**config.mk**
```make
export PLATFORM = sky130hd
export DESIGN_NAME = dcache_axi_line_bridge_flat
export DESIGN_NICKNAME = d
export VERILOG_FILES = /design/src/rtl/dcache_axi_line_bridge_pkg.sv /design/src/rtl/dcache_axi_line_bridge_if.sv /design/src/rtl/dcache_axi_line_bridge.sv /design/src/flat_wrapper.sv
export SDC_FILE = /design/constraint.sdc
export NUM_CORES = 1
export LEC_CHECK = 0
export CAP_MARGIN = 20
export CORE_AREA = 2 2 488 490
export CTS_CLUSTER_SIZE = 24
export DETAILED_ROUTE_END_ITERATION = 7
export DIE_AREA = 0 0 490 492
export SLEW_MARGIN = 30
export SYNTH_ARGS = -nofsm -noshare
export SYNTH_HDL_FRONTEND = slang
export SYNTH_SLANG_ARGS = --single-unit
```
**constraint.sdc**
```tcl
create_clock -name clk_i -period 3.05 [get_ports clk_i]
set_clock_uncertainty 0.1 [all_clocks]
set_input_delay 0.4575 -clock clk_i [delete_from_list [all_inputs] [get_ports clk_i]]
set_output_delay 0.4575 -clock clk_i [all_outputs]
set_load 0.01 [all_outputs]
```
**src/rtl/dcache_axi_line_bridge_pkg.sv**
```systemverilog
// Shared definitions for the D$ line bridge: AXI burst/response encodings,
// the bridge state enum and the line-offset helper.
package dcache_axi_line_bridge_pkg;

  localparam logic [1:0] BURST_INCR = 2'b01;
  localparam logic [1:0] RESP_OKAY  = 2'b00;

  typedef enum logic [2:0] {
    ST_IDLE,
    ST_AR,
    ST_R,
    ST_AW,
    ST_W,
    ST_B,
    ST_RESP
  } bridge_state_e;

  // Number of byte-offset bits inside one cache line.
  function automatic int unsigned line_offset(input int unsigned line_bytes);
    return $clog2(line_bytes);
  endfunction

endpackage

```
**src/rtl/dcache_axi_line_bridge_if.sv**
```systemverilog
// AXI4 bus bundle between the line bridge (master) and the interconnect (slave).
interface dcache_axi_line_bridge_if #(
  parameter int ADDR_WIDTH = 32,
  parameter int DATA_WIDTH = 32,
  parameter int ID_WIDTH   = 4
);

  logic                    awvalid;
  logic                    awready;
  logic [ADDR_WIDTH-1:0]   awaddr;
  logic [ID_WIDTH-1:0]     awid;
  logic [7:0]              awlen;
  logic [2:0]              awsize;
  logic [1:0]              awburst;

  logic                    wvalid;
  logic                    wready;
  logic [DATA_WIDTH-1:0]   wdata;
  logic [DATA_WIDTH/8-1:0] wstrb;
  logic                    wlast;

  logic                    bvalid;
  logic                    bready;
  logic [1:0]              bresp;
  logic [ID_WIDTH-1:0]     bid;

  logic                    arvalid;
  logic                    arready;
  logic [ADDR_WIDTH-1:0]   araddr;
  logic [ID_WIDTH-1:0]     arid;
  logic [7:0]              arlen;
  logic [2:0]              arsize;
  logic [1:0]              arburst;

  logic                    rvalid;
  logic                    rready;
  logic [DATA_WIDTH-1:0]   rdata;
  logic [1:0]              rresp;
  logic                    rlast;
  logic [ID_WIDTH-1:0]     rid;

  modport master (
    output awvalid, awaddr, awid, awlen, awsize, awburst, input awready,
    output wvalid, wdata, wstrb, wlast, input wready,
    input  bvalid, bresp, bid, output bready,
    output arvalid, araddr, arid, arlen, arsize, arburst, input arready,
    input  rvalid, rdata, rresp, rlast, rid, output rready
  );

  modport slave (
    input  awvalid, awaddr, awid, awlen, awsize, awburst, output awready,
    input  wvalid, wdata, wstrb, wlast, output wready,
    output bvalid, bresp, bid, input bready,
    input  arvalid, araddr, arid, arlen, arsize, arburst, output arready,
    output rvalid, rdata, rresp, rlast, rid, input rready
  );

endinterface

```
**src/rtl/dcache_axi_line_bridge.sv**
```systemverilog
// Turns one D$ line refill or writeback into a single AXI4 INCR burst.
// One transaction in flight; the line buffer serves both fill and drain.
module dcache_axi_line_bridge
  import dcache_axi_line_bridge_pkg::*;
#(
  parameter int          ADDR_WIDTH     = 32,
  parameter int          LINE_BYTES     = 64,
  parameter int          AXI_DATA_WIDTH = 32,
  parameter int          AXI_ID_WIDTH   = 4,
  parameter int unsigned AXI_ID         = 0
) (
  input  logic                    clk_i,
  input  logic                    rst_ni,

  input  logic                    req_valid_i,
  output logic                    req_ready_o,
  input  logic                    req_we_i,
  input  logic [ADDR_WIDTH-1:0]   req_addr_i,
  input  logic [LINE_BYTES*8-1:0] req_data_i,

  output logic                    resp_valid_o,
  input  logic                    resp_ready_i,
  output logic [LINE_BYTES*8-1:0] resp_data_o,
  output logic                    resp_err_o,

  dcache_axi_line_bridge_if.master axi
);

  localparam int unsigned BEATS  = LINE_BYTES * 8 / AXI_DATA_WIDTH;
  localparam int unsigned BEAT_W = (BEATS > 1) ? $clog2(BEATS) : 1;
  localparam int unsigned OFF    = line_offset(LINE_BYTES);

  localparam logic [ADDR_WIDTH-1:0] LINE_MASK = {ADDR_WIDTH{1'b1}} << OFF;
  localparam logic [7:0]            AXI_LEN   = 8'(BEATS - 1);
  localparam logic [2:0]            AXI_SIZE  = 3'($clog2(AXI_DATA_WIDTH / 8));
  localparam logic [BEAT_W-1:0]     LAST_BEAT = BEAT_W'(BEATS - 1);

  bridge_state_e                          state_q;
  logic                                   req_ready_q;
  logic                                   resp_valid_q;
  logic                                   arvalid_q;
  logic                                   rready_q;
  logic                                   awvalid_q;
  logic                                   wvalid_q;
  logic                                   bready_q;
  logic                                   err_q;
  logic [ADDR_WIDTH-1:0]                  addr_q;
  logic [BEAT_W-1:0]                      beat_q;
  logic [BEATS-1:0][AXI_DATA_WIDTH-1:0]   line_q;

  logic              last_beat;
  logic [BEAT_W-1:0] beat_d;

  assign last_beat = (beat_q == LAST_BEAT);
  // Saturates so a stray extra beat can never wrap into word 0.
  assign beat_d    = last_beat ? beat_q : beat_q + BEAT_W'(1);

  always_ff @(posedge clk_i or negedge rst_ni) begin
    if (!rst_ni) begin
      state_q      <= ST_IDLE;
      req_ready_q  <= 1'b1;
      resp_valid_q <= 1'b0;
      arvalid_q    <= 1'b0;
      rready_q     <= 1'b0;
      awvalid_q    <= 1'b0;
      wvalid_q     <= 1'b0;
      bready_q     <= 1'b0;
      err_q        <= 1'b0;
      addr_q       <= '0;
      beat_q       <= '0;
      // NOTE: the line buffer is flops, not a RAM macro, so it is reset and
      // resp_data_o reads zero out of reset.
      line_q       <= '0;
    end else begin
      // NOTE: every assignment here is non-blocking, so each branch sees the
      // pre-edge values of beat_q/line_q regardless of statement order.
      unique case (state_q)
        ST_IDLE: begin
          if (req_valid_i) begin
            addr_q      <= req_addr_i & LINE_MASK;
            line_q      <= req_data_i;
            err_q       <= 1'b0;
            beat_q      <= '0;
            req_ready_q <= 1'b0;
            if (req_we_i) begin
              awvalid_q <= 1'b1;
              state_q   <= ST_AW;
            end else begin
              arvalid_q <= 1'b1;
              state_q   <= ST_AR;
            end
          end
        end
        ST_AR: begin
          if (axi.arready) begin
            arvalid_q <= 1'b0;
            rready_q  <= 1'b1;
            state_q   <= ST_R;
          end
        end
        ST_R: begin
          if (axi.rvalid) begin
            line_q[beat_q] <= axi.rdata;
            beat_q         <= beat_d;
            // rlast must coincide exactly with the final beat.
            if (axi.rresp != RESP_OKAY || axi.rlast != last_beat) begin
              err_q <= 1'b1;
            end
            if (last_beat) begin
              rready_q     <= 1'b0;
              resp_valid_q <= 1'b1;
              state_q      <= ST_RESP;
            end
          end
        end
        ST_AW: begin
          if (axi.awready) begin
            awvalid_q <= 1'b0;
            wvalid_q  <= 1'b1;
            state_q   <= ST_W;
          end
        end
        ST_W: begin
          if (axi.wready) begin
            beat_q <= beat_d;
            if (last_beat) begin
              wvalid_q <= 1'b0;
              bready_q <= 1'b1;
              state_q  <= ST_B;
            end
          end
        end
        ST_B: begin
          if (axi.bvalid) begin
            if (axi.bresp != RESP_OKAY) begin
              err_q <= 1'b1;
            end
            bready_q     <= 1'b0;
            resp_valid_q <= 1'b1;
            state_q      <= ST_RESP;
          end
        end
        ST_RESP: begin
          if (resp_ready_i) begin
            resp_valid_q <= 1'b0;
            req_ready_q  <= 1'b1;
            state_q      <= ST_IDLE;
          end
        end
        default: begin
          state_q     <= ST_IDLE;
          req_ready_q <= 1'b1;
        end
      endcase
    end
  end

  assign req_ready_o  = req_ready_q;
  assign resp_valid_o = resp_valid_q;
  assign resp_data_o  = line_q;
  assign resp_err_o   = err_q;

  assign axi.arvalid  = arvalid_q;
  assign axi.araddr   = addr_q;
  assign axi.arid     = AXI_ID_WIDTH'(AXI_ID);
  assign axi.arlen    = AXI_LEN;
  assign axi.arsize   = AXI_SIZE;
  assign axi.arburst  = BURST_INCR;
  assign axi.rready   = rready_q;

  assign axi.awvalid  = awvalid_q;
  assign axi.awaddr   = addr_q;
  assign axi.awid     = AXI_ID_WIDTH'(AXI_ID);
  assign axi.awlen    = AXI_LEN;
  assign axi.awsize   = AXI_SIZE;
  assign axi.awburst  = BURST_INCR;

  // Payload comes straight from registers and only moves on a handshake.
  assign axi.wvalid   = wvalid_q;
  assign axi.wdata    = line_q[beat_q];
  assign axi.wstrb    = '1;
  assign axi.wlast    = last_beat;
  assign axi.bready   = bready_q;

endmodule

```
**src/flat_wrapper.sv**
```systemverilog
// flat-port wrapper written by rule: the top's interface ports become plain ports
module dcache_axi_line_bridge_flat import dcache_axi_line_bridge_pkg::*;
#(
  parameter int          ADDR_WIDTH     = 32,
  parameter int          LINE_BYTES     = 64,
  parameter int          AXI_DATA_WIDTH = 32,
  parameter int          AXI_ID_WIDTH   = 4,
  parameter int unsigned AXI_ID         = 0
)
  (clk_i, rst_ni, req_valid_i, req_ready_o, req_we_i, req_addr_i, req_data_i, resp_valid_o, resp_ready_i, resp_data_o, resp_err_o, axi_awvalid, axi_awaddr, axi_awid, axi_awlen, axi_awsize, axi_awburst, axi_awready, axi_wvalid, axi_wdata, axi_wstrb, axi_wlast, axi_wready, axi_bvalid, axi_bresp, axi_bid, axi_bready, axi_arvalid, axi_araddr, axi_arid, axi_arlen, axi_arsize, axi_arburst, axi_arready, axi_rvalid, axi_rdata, axi_rresp, axi_rlast, axi_rid, axi_rready);
  dcache_axi_line_bridge_if #(.ADDR_WIDTH(ADDR_WIDTH), .DATA_WIDTH((32)), .ID_WIDTH((4))) axi_i ();
  input  logic clk_i;
  input  logic rst_ni;
  input  logic req_valid_i;
  output logic req_ready_o;
  input  logic req_we_i;
  input  logic [ADDR_WIDTH-1:0] req_addr_i;
  input  logic [LINE_BYTES*8-1:0] req_data_i;
  output logic resp_valid_o;
  input  logic resp_ready_i;
  output logic [LINE_BYTES*8-1:0] resp_data_o;
  output logic resp_err_o;
  output wire logic [$bits(axi_i.awvalid)-1:0] axi_awvalid;
  output wire logic [$bits(axi_i.awaddr)-1:0] axi_awaddr;
  output wire logic [$bits(axi_i.awid)-1:0] axi_awid;
  output wire logic [$bits(axi_i.awlen)-1:0] axi_awlen;
  output wire logic [$bits(axi_i.awsize)-1:0] axi_awsize;
  output wire logic [$bits(axi_i.awburst)-1:0] axi_awburst;
  input wire logic [$bits(axi_i.awready)-1:0] axi_awready;
  output wire logic [$bits(axi_i.wvalid)-1:0] axi_wvalid;
  output wire logic [$bits(axi_i.wdata)-1:0] axi_wdata;
  output wire logic [$bits(axi_i.wstrb)-1:0] axi_wstrb;
  output wire logic [$bits(axi_i.wlast)-1:0] axi_wlast;
  input wire logic [$bits(axi_i.wready)-1:0] axi_wready;
  input wire logic [$bits(axi_i.bvalid)-1:0] axi_bvalid;
  input wire logic [$bits(axi_i.bresp)-1:0] axi_bresp;
  input wire logic [$bits(axi_i.bid)-1:0] axi_bid;
  output wire logic [$bits(axi_i.bready)-1:0] axi_bready;
  output wire logic [$bits(axi_i.arvalid)-1:0] axi_arvalid;
  output wire logic [$bits(axi_i.araddr)-1:0] axi_araddr;
  output wire logic [$bits(axi_i.arid)-1:0] axi_arid;
  output wire logic [$bits(axi_i.arlen)-1:0] axi_arlen;
  output wire logic [$bits(axi_i.arsize)-1:0] axi_arsize;
  output wire logic [$bits(axi_i.arburst)-1:0] axi_arburst;
  input wire logic [$bits(axi_i.arready)-1:0] axi_arready;
  input wire logic [$bits(axi_i.rvalid)-1:0] axi_rvalid;
  input wire logic [$bits(axi_i.rdata)-1:0] axi_rdata;
  input wire logic [$bits(axi_i.rresp)-1:0] axi_rresp;
  input wire logic [$bits(axi_i.rlast)-1:0] axi_rlast;
  input wire logic [$bits(axi_i.rid)-1:0] axi_rid;
  output wire logic [$bits(axi_i.rready)-1:0] axi_rready;
  assign axi_awvalid = axi_i.awvalid;
  assign axi_awaddr = axi_i.awaddr;
  assign axi_awid = axi_i.awid;
  assign axi_awlen = axi_i.awlen;
  assign axi_awsize = axi_i.awsize;
  assign axi_awburst = axi_i.awburst;
  assign axi_i.awready = axi_awready;
  assign axi_wvalid = axi_i.wvalid;
  assign axi_wdata = axi_i.wdata;
  assign axi_wstrb = axi_i.wstrb;
  assign axi_wlast = axi_i.wlast;
  assign axi_i.wready = axi_wready;
  assign axi_i.bvalid = axi_bvalid;
  assign axi_i.bresp = axi_bresp;
  assign axi_i.bid = axi_bid;
  assign axi_bready = axi_i.bready;
  assign axi_arvalid = axi_i.arvalid;
  assign axi_araddr = axi_i.araddr;
  assign axi_arid = axi_i.arid;
  assign axi_arlen = axi_i.arlen;
  assign axi_arsize = axi_i.arsize;
  assign axi_arburst = axi_i.arburst;
  assign axi_i.arready = axi_arready;
  assign axi_i.rvalid = axi_rvalid;
  assign axi_i.rdata = axi_rdata;
  assign axi_i.rresp = axi_rresp;
  assign axi_i.rlast = axi_rlast;
  assign axi_i.rid = axi_rid;
  assign axi_rready = axi_i.rready;
  dcache_axi_line_bridge #(.ADDR_WIDTH(ADDR_WIDTH), .LINE_BYTES(LINE_BYTES), .AXI_DATA_WIDTH(AXI_DATA_WIDTH), .AXI_ID_WIDTH(AXI_ID_WIDTH), .AXI_ID(AXI_ID)) u_core (.clk_i(clk_i), .rst_ni(rst_ni), .req_valid_i(req_valid_i), .req_ready_o(req_ready_o), .req_we_i(req_we_i), .req_addr_i(req_addr_i), .req_data_i(req_data_i), .resp_valid_o(resp_valid_o), .resp_ready_i(resp_ready_i), .resp_data_o(resp_data_o), .resp_err_o(resp_err_o), .axi(axi_i));
endmodule
```
==> qor.yml, run 1 <==
clock_sinks: 553
placed_cell_area_um2: 46400
cts_tree: "done"
dp_cells: 7166
nFillCells: 25766
synth_edf_count: 0
dieArea_um2: 241000
fin_crit_ns: 3.43
drv_slew: 0
cap_violations: 0
setup_slack_ns: -0.383
final_nets: 4748
routed_wl_um: 266000
seq_area_frac_synth_pct: 46.4
crit_start: "u_core.beat_q[0]"
antenna_left: 0
cts_max_path_buffers: 3
critical_path_required_ns: 2.49
wl_per_cell_um: 35.9
pwr_density_cell_nw_per_um2: 1390
worst_pin_slew_ns: 0.918
status: "finished with violations"
synth.distinct_cells: 50
route.top_layer_used: "met5"
hp-start: "req_addr_i[16]"
p_leak_nw: 18.3
cts-buffers-inserted: 74
grt_util_all_layers_pct: 21.0
setup_viol: 32
rsz0062_at_grt: "true"
met2_length_um: 125000
r2r_start: "u_core.beat_q[0]"
holdPathStages: 3
core-area_um2: 236000
grt_overflow: 0
via_count: 33894
drive_gt1_share_pct: 16.9
die_width_um: 490
finalNonFillerCells: 7409
drc_errors: 0
ir_worst_vdd_uv: 663
wl_met3_um: 29500
met1_length_um: 93000
htree_num_levels: 3
routabilityCongestion: 0.955
reg2regPathDepth: 11
min_path_type: "primary input to flip-flop"
grt_max_degree: 93
hold_end: "u_core.axi.araddr[16]"
dpl.hpwl_um: 209000
via_per_inst: 4.57
yosysWarnings: 0
io_pins: 1254
crit_fanout: 5
finalCritPeriodShare_pct: 113
fmaxAchievable_mhz: 291
ys.flop_type: "dfrtp_1"
final_core_util_pct: 21.4
path_clk_slew_ns: 0.07
rrSetupSlack_ns: 0.10
port_buffers: 1189
root_buffer: "clkbuf_16"
grt_pass1_wl_um: 337000
final_design_area_no_fill_um2: 50500
violations: "setup timing"
start_util_pct: 12.6
arrival_ns: 2.88
synth_cells: 2993
rows: 179
crit_type: "flip-flop to output pin"
async_flop_share_pct: 100
first_pass_iters: 6
slew_headroom_pct: 38.6
syn_area_per_cell_um2: 9.97
setup.worst_path.start_class: "flip-flop"
syn-cell-area_um2: 29800
clk_latency_ns: 0.71
drt_iter0_markers: 3558
hold_viol: 0
fin_hold_ws_ns: 0.179
antenna_found_initial: 55
area_growth_pct: 69.1
fp.dieH_um: 492
r2r_end: "u_core.resp_data_o[84]"
grt_pass1_vias: 32904
end_kind: "output pin"
synth_seq_cells: 553
-- layout by cell type, fill, tap and decap left out, drive strengths merged, types with 16 or more instances in the layout --
cell type	n
nor2	520
clkbuf	107
a21oi	518
diode	37
dfrtp	552
clkinv	17
o22ai	32
a32oi	480
a211oi	16
conb	50
clkdlybuf4s50	1155
buf	333
nand2	124
mux4	128
a22oi	64
-- stage by stage --
step | setup WS, ns | total power, mW | setup TNS [ns]
detailed placement | 0.0835 | 58.4 | 0
global route | -0.466 | 73.1 | -12.19
global placement | 0.0547 | 58.1 | 0
CTS | -0.563 | 69.8 | -15.33
floorplan | 0.431 | 31.3 | 0
finish | -0.383 | 69.9 | -9.12
-- routing by layer --
| layer | GRT usage (%) | vias up |
|---|---|---|
| li1 | - | 13676 |
| met1 | 22.5 | 17191 |
| met2 | 34.5 | 2525 |
| met3 | 8.38 | 494 |
| met4 | 12.9 | 8 |
| met5 | 0 | - |
-- logic make-up (layout without fill, tap and decap cells) --
logic type / Yosys count / count (layout) / share of synthesized area, %
AND/OR/NAND/NOR: 690 / 690 / 9.15
multiplexers: 133 / 133 / 9.84
other: 2 / 87 / 0.0252
AO/OA/AOI/OAI: 1136 / 1136 / 26.7
flip-flops: 553 / 553 / 46.4
XOR/XNOR: 1 / 1 / 0.0294
buffers and inverters: 474 / 1638 / 7.76
adder cells (fa/ha/maj): 4 / 4 / 0.168
-- critical path, cell delays in order, from the launching register on --
cell and delay (ns):
dfrtp_4 0.52, buf_12 0.15, buf_12 0.13, buf_12 0.15, buf_8 0.13, mux4_2 0.58, a22oi_2 0.23, nand2_2 0.11
buf_6 0.14
-- final cells by class --
class | count | area, µm² | share of cell area, %
Timing Repair Buffer | 1495 | 15600 | 31.0
Multi-Input combinational cell | 2014 | 14300 | 28.4
Sequential cell | 553 | 13900 | 27.5
Tap cell | 3167 | 3960 | 7.85
Clock buffer | 102 | 2160 | 4.28
Clock inverter | 34 | 414 | 0.821
Antenna cell | 37 | 92.6 | 0.184
Inverter | 7 | 28.8 | 0.0570
-- timing repair --
item,in CTS,in global routing
setup endpoints to repair,33,103
setup buffers,43,22
pin swaps,51,29
hold endpoints to repair,35,0
resized for setup,131,88
hold buffers,1,0
cloned,7,6
-- state kept, by name (all words and copies together), names as in the netlist --
| register | cells |
|---|---|
| u_core.beat_q | 4 |
| u_core.resp_err_o | 1 |
| u_core.axi.bready | 1 |
| u_core.axi.rready | 1 |
| u_core.resp_data_o | 512 |
| u_core.axi.arvalid | 1 |
| u_core.resp_valid_o | 1 |
| u_core.state_q | 3 |
| u_core.req_ready_o | 1 |
| u_core.axi.wvalid | 1 |
| u_core.axi.araddr | 26 |
| u_core.axi.awvalid | 1 |
-- synth_stat cells (2+ instances only) --
library cell  number  area, µm²
clkbuf_1         187        702
a31oi_1            5       31.3
ha_1               4       50.1
a22oi_1           64        480
or3b_2             3       26.3
o22ai_1           32        200
mux2i_1            3       30.0
mux4_2           128       2880
mux2_2             2       22.5
dfrtp_1          552      13800
buf_4             85        638
or2_1              2       12.5
nand3_1            9       45.0
a211oi_2           2       25.0
nand2b_1           5       31.3
a21oi_1          518       2590
conb_1             2       7.51
nand3b_1          10       75.1
nand2_1          124        465
nor2_1           519       1950
buf_2            143        716
a211oi_4          14        280
buf_6              5       56.3
buf_1             47        176
and2_1             5       31.3
nor2b_1            4       25.0
a32oi_1          480       4200
o21ai_0           11       55.1
inv_1              7       26.3
-- worst max path at each step --
stage	to	cells after the start	slack (ns)
after global placement	axi_wdata[1]	7	0.05
after global routing	axi_wdata[20]	8	-0.47
final	axi_wdata[0]	8	-0.38
after detailed placement	axi_wdata[1]	7	0.08
after CTS	axi_wdata[0]	8	-0.56
after floorplan	u_core.resp_data_o[35]	10	0.43
-- power by group --
part / internal (mW) / total [mW] / leakage [nW] / switching (mW)
registers: 11.3 / 16.5 / 6.30 / 5.19
logic: 18.2 / 43.9 / 10.7 / 25.6
clock network: 5.60 / 9.61 / 1.28 / 4.01
total: 35.1 / 69.9 / 18.3 / 34.8
Note: power is estimated with default switching activity, not from simulation.
==> run 2: changes to the inputs <==
Settings changed: CORE_AREA 2 2 488 490 to 2 2 486 488, DIE_AREA 0 0 490 492 to 0 0 488 490.
Clock period 3.05 ns to 4.4 ns, I/O delays scaled along.
==> run 2 against run 1 <==
  * The run now ends clean
  * Largest power group unchanged
  * Core utilization decreased by 0.84 points
  * Sequential power is 32% lower
  * Clock-buffer cell count shrank 1
  * Non-clock buffer count shrank 151
  * Critical endpoint is now axi_wdata[16]
==> qor.yml, run 2 (same netlist as run 1, synthesis figures left out) <==
start_util_pct: 12.7
via_per_inst: 4.58
first_pass_iters: 6
cts_tree: "done"
grt_util_all_layers_pct: 20.4
dieArea_um2: 239000
htree_num_levels: 3
drt_iter0_markers: 3547
grt_overflow: 0
most-common-layout-cells: "clkdlybuf4s50_1, dfrtp_1, nor2_1, a21oi_1, a32oi_1"
preCtsSetupSlack_ns: 0.689
finalCritPeriodShare_pct: 96.5
worst_pin_slew_ns: 1.11
crit_start: "u_core.beat_q[3]"
setup_viol: 0
nFillCells: 25540
port_buffers: 1189
multi_input_area_um2: 14000
wl_per_cell_um: 35.4
slew_headroom_pct: 26.2
fin_setup_tns_ns: 0
root_buffer: "clkbuf_16"
crit_chain: "buf_4, nor2b_4, buf_12, a22oi_1, nand2_1, clkdlybuf4s50_1"
fp.dieH_um: 490
rsz0062_at_grt: "false"
die_width_um: 488
via_count: 33119
cpMaxStageDelayCell: "dfrtp_1"
grt_pass1_wl_um: 326000
setup_slack_ns: 0.154
antenna_found_initial: 53
cts-buffers-inserted: 74
path_clk_slew_ns: 0.06
routabilityCongestion: 0.942
clock_sinks: 553
routed_wl_um: 256000
cap_violations: 0
ff_latch_area_um2: 13800
crit_type: "flip-flop to output pin"
pwr_density_cell_nw_per_um2: 959
grt_max_degree: 83
core-area_um2: 234000
final_nets: 4598
rows: 178
cts_max_path_buffers: 3
setup.worst_path.start_class: "flip-flop"
drive_gt1_share_pct: 11.3
crit_buf_inv: 3
io_pins: 1254
drc_errors: 0
r2r_start: "u_core.beat_q[1]"
largest_register_ffs: 512
status: "complete, no violations"
grt_pass1_vias: 31944
critical_path_required_ns: 3.64
path_delay_family: "buffers and inverters"
drv_slew: 0
arrival_ns: 3.49
layout_commonest_cell: "clkdlybuf4s50_1"
hold_viol: 0
cpPeakStageDelay_ns: 0.65
end_kind: "output pin"
fmaxAchievable_mhz: 236
antenna_left: 0
fin_crit_ns: 4.25
min_path_type: "flip-flop to flip-flop"
power_mw: 46.0
dpl.hpwl_um: 202000
clk_latency_ns: 0.68
area_growth_pct: 60.9
ir_worst_vdd_uv: 468
hp-start: "u_core.req_ready_o"
crit_fanout: 23
p_leak_nw: 17.2
run 2: cell types whose count changed in the layout (fill, tap and decap cells not counted), moves of 21 or more:
cell	change
a22oi_1	+49
buf_4	-73
buf_6	-35
a22oi_2	-49
clkdlybuf4s50_1	+21
buf_12	-53
run 2: power breakdown:
group / switching, mW / total, mW / internal [mW]
Clock: 2.70 / 6.68 / 3.98
Sequential: 3.44 / 11.2 / 7.81
Combinational: 17.1 / 28.1 / 11.0
Total: 23.2 / 46.0 / 22.8
run 2: timing repair:
action,4_1_cts,5_1_grt
gates resized for setup,0,1
cloned,0,1
setup endpoints to repair,4,11
hold buffers,1,0
hold endpoints to repair,70,0
pin swaps,0,1
setup buffers,4,0
run 2: through the flow:
stage | instance area, µm² | util [%] | std cells | hold slack [ns]
3_3_place_gp | 45200 | 19.3 | 7059 | 0.366
6_report | 48000 | 20.5 | 7237 | 0.375
3_5_place_dp | 45200 | 19.3 | 7059 | 0.363
4_1_cts | 47800 | 20.4 | 7198 | 0.306
2_1_floorplan | 30000 | - | 3041 | 0.264
5_1_grt | 48000 | 20.5 | 7233 | 0.342
run 2: cell type report:
type	count	share of cell area, %
Clock buffer	101	4.41
Tap cell	3150	8.21
Inverter	7	0.0547
Sequential cell	553	28.8
Timing Repair Buffer	1344	28.2
Clock inverter	33	1.01
Multi-Input combinational cell	2015	29.1
Antenna cell	34	0.177
run 2: final timing paths:
check	end	depth (start not counted)	slack, ns
max	axi_wdata[16]	6	0.15
max in group asynchronous	u_core.resp_data_o[351]	3	2.57
min in group asynchronous	u_core.resp_data_o[23]	2	0.46
min	u_core.req_ready_o	2	0.37
max reg2reg	u_core.resp_data_o[38]	6	1.26
min reg2reg	u_core.req_ready_o	2	0.37
run 2: metal layers:
metal / track usage, % / vias to the layer above / wire length, µm
met5: 0 / - / 35
met4: 11.0 / 6 / 16400
met3: 9.03 / 462 / 32000
met2: 34.2 / 2518 / 121000
met1: 21.3 / 16760 / 86100
li1: - / 13373 / -
run 2: worst min-delay path: stages (launching register included):
cell and delay, ns:
dfstp_2 0.38, inv_1 0.04, a21oi_1 0.05
==> run 3: changes to the inputs <==
Settings changed: SKIP_CTS_REPAIR_TIMING set to 1.
==> run 3 against run 2 <==
  * Setup slack better by 0.010 ns
  * First-iteration DRC count up 1.1%
  * Core utilization about the same
  * Maximum frequency up 0.24%
  * Combinational power about the same
  * Sequential power about the same
  * Critical path type unchanged
  * Highest routed layer unchanged
==> qor.yml, run 3 (same netlist as run 1, synthesis figures left out) <==
dieArea_um2: 239000
grt_overflow: 0
root_buffer: "clkbuf_16"
final_design_area_no_fill_um2: 48100
grt_util_all_layers_pct: 20.4
finalCritPeriodShare_pct: 96.3
setup_slack_ns: 0.164
core-area_um2: 234000
setup.worst_path.start_class: "flip-flop"
most-common-layout-cells: "clkdlybuf4s50_1, dfrtp_1, nor2_1, a21oi_1, a32oi_1"
grt_max_degree: 83
slew_headroom_pct: 26.2
io_pins: 1254
grt-busiest-layer: "met2"
cpPeakStageDelay_ns: 0.80
p_leak_nw: 17.2
first_pass_iters: 6
crit_chain: "buf_4, nor2b_4, buf_12, a22oi_1, nand2_1, clkdlybuf4s50_1"
fp.dieH_um: 490
drive_gt1_share_pct: 11.4
htree_num_levels: 3
pwr-share-seq_pct: 24.4
antenna_found_initial: 50
port_buffers: 1189
path_clk_slew_ns: 0.06
arrival_ns: 3.48
wl_per_cell_um: 35.3
cts_max_path_buffers: 3
largest_register_ffs: 512
via_per_inst: 4.58
layout_commonest_cell: "clkdlybuf4s50_1"
grt_pass1_wl_um: 325000
drv_slew: 0
start_util_pct: 12.7
worst_pin_slew_ns: 1.11
placed_cell_area_um2: 45200
switchingPower_mw: 23.3
cpMaxStageDelayCell: "dfrtp_1"
clk_latency_ns: 0.69
cap_violations: 0
preCtsSetupSlack_ns: 0.689
final_nets: 4602
die_width_um: 488
grt_pass1_vias: 31932
rows: 178
rsz0062_at_grt: "false"
routed_wl_um: 256000
crit_type: "flip-flop to output pin"
hold_viol: 0
end_kind: "output pin"
antenna_left: 0
drt_iter0_markers: 3586
grt_use_met2_pct: 34.3
fin_crit_ns: 4.24
ir_worst_vdd_uv: 465
gr-usage-met3_pct: 9.00
cts-buffers-inserted: 74
dp_cells: 7059
area_growth_pct: 61.1
rrSetupSlack_ns: 1.22
comb_power_share_pct: 61.0
pwr_density_cell_nw_per_um2: 958
grtUsageMet1_pct: 21.3
swShare_pct: 50.5
min_path_type: "flip-flop to flip-flop"
critical_path_required_ns: 3.64
internal_power_mw: 22.8
cts_tree: "done"
clock_sinks: 553
fmaxAchievable_mhz: 236
drc_errors: 0
dpl.hpwl_um: 202000
finalNonFillerCells: 7246
via_count: 33189
setup_viol: 0
clockPowerShare_pct: 14.5
status: "complete, no violations"
routabilityCongestion: 0.942
crit_fanout: 67
[run 3: changes by cell type in the layout (fill, tap and decap cells not counted), sizes merged]
cell	change
buf	+4
diode	+5
[run 3: area by class of cell]
class | count | area [µm²]
flip-flops and latches | 553 | 13800
multi-input cells | 2015 | 14000
clock inverters | 33 | 484
clock buffers | 101 | 2120
well taps | 3150 | 3940
repair buffers | 1348 | 13600
fillers | 25542 | 186000
inverters | 7 | 26.3
diodes | 39 | 97.6
[run 3: layer usage]
layer	wire length, µm	vias to the layer above
li1	-	13379
met1	86100	16761
met2	122000	2598
met3	32000	445
met4	15800	6
met5	35	-
[run 3: power by group through the flow]
stage | Clock [mW] | Sequential, mW | Combinational [mW]
2_1_floorplan | 0 | 10.7 | 10.9
3_3_place_gp | 0 | 11.2 | 28.0
3_5_place_dp | 0 | 11.3 | 28.1
4_1_cts | 6.83 | 11.2 | 28.2
5_1_grt | 6.99 | 11.4 | 29.8
6_report | 6.70 | 11.2 | 28.1
[run 3: stage by stage]
stage	hold WS [ns]	TNS, ns	total power, mW	utilization [%]
floorplan	0.264	0	21.7	-
detailed placement	0.363	0	39.4	19.3
global route	0.342	0	48.2	20.5
finish	0.377	0	46.1	20.5
CTS	-0.139	-0.234	46.3	20.4
global placement	0.366	0	39.1	19.3
[run 3: worst paths after layout]
path	from	endpoint	cells after the start
min in group asynchronous	rst_ni	u_core.resp_data_o[23]	2
hold / removal	u_core.req_ready_o	u_core.req_ready_o	2
hold reg to reg	u_core.req_ready_o	u_core.req_ready_o	2
setup reg to reg	u_core.beat_q[0]	u_core.resp_data_o[73]	9
setup / recovery	u_core.beat_q[3]	axi_wdata[0]	6
max in group asynchronous	rst_ni	u_core.resp_data_o[79]	4
[run 3: critical path, delay by kind of cell, from the launching register on]
family	cells	cell delay, ns
buffers and inverters	3	1.22
and+or+nand+nor	2	0.36
AOI/OAI and AO/OA	1	0.26
DFF	1	0.80
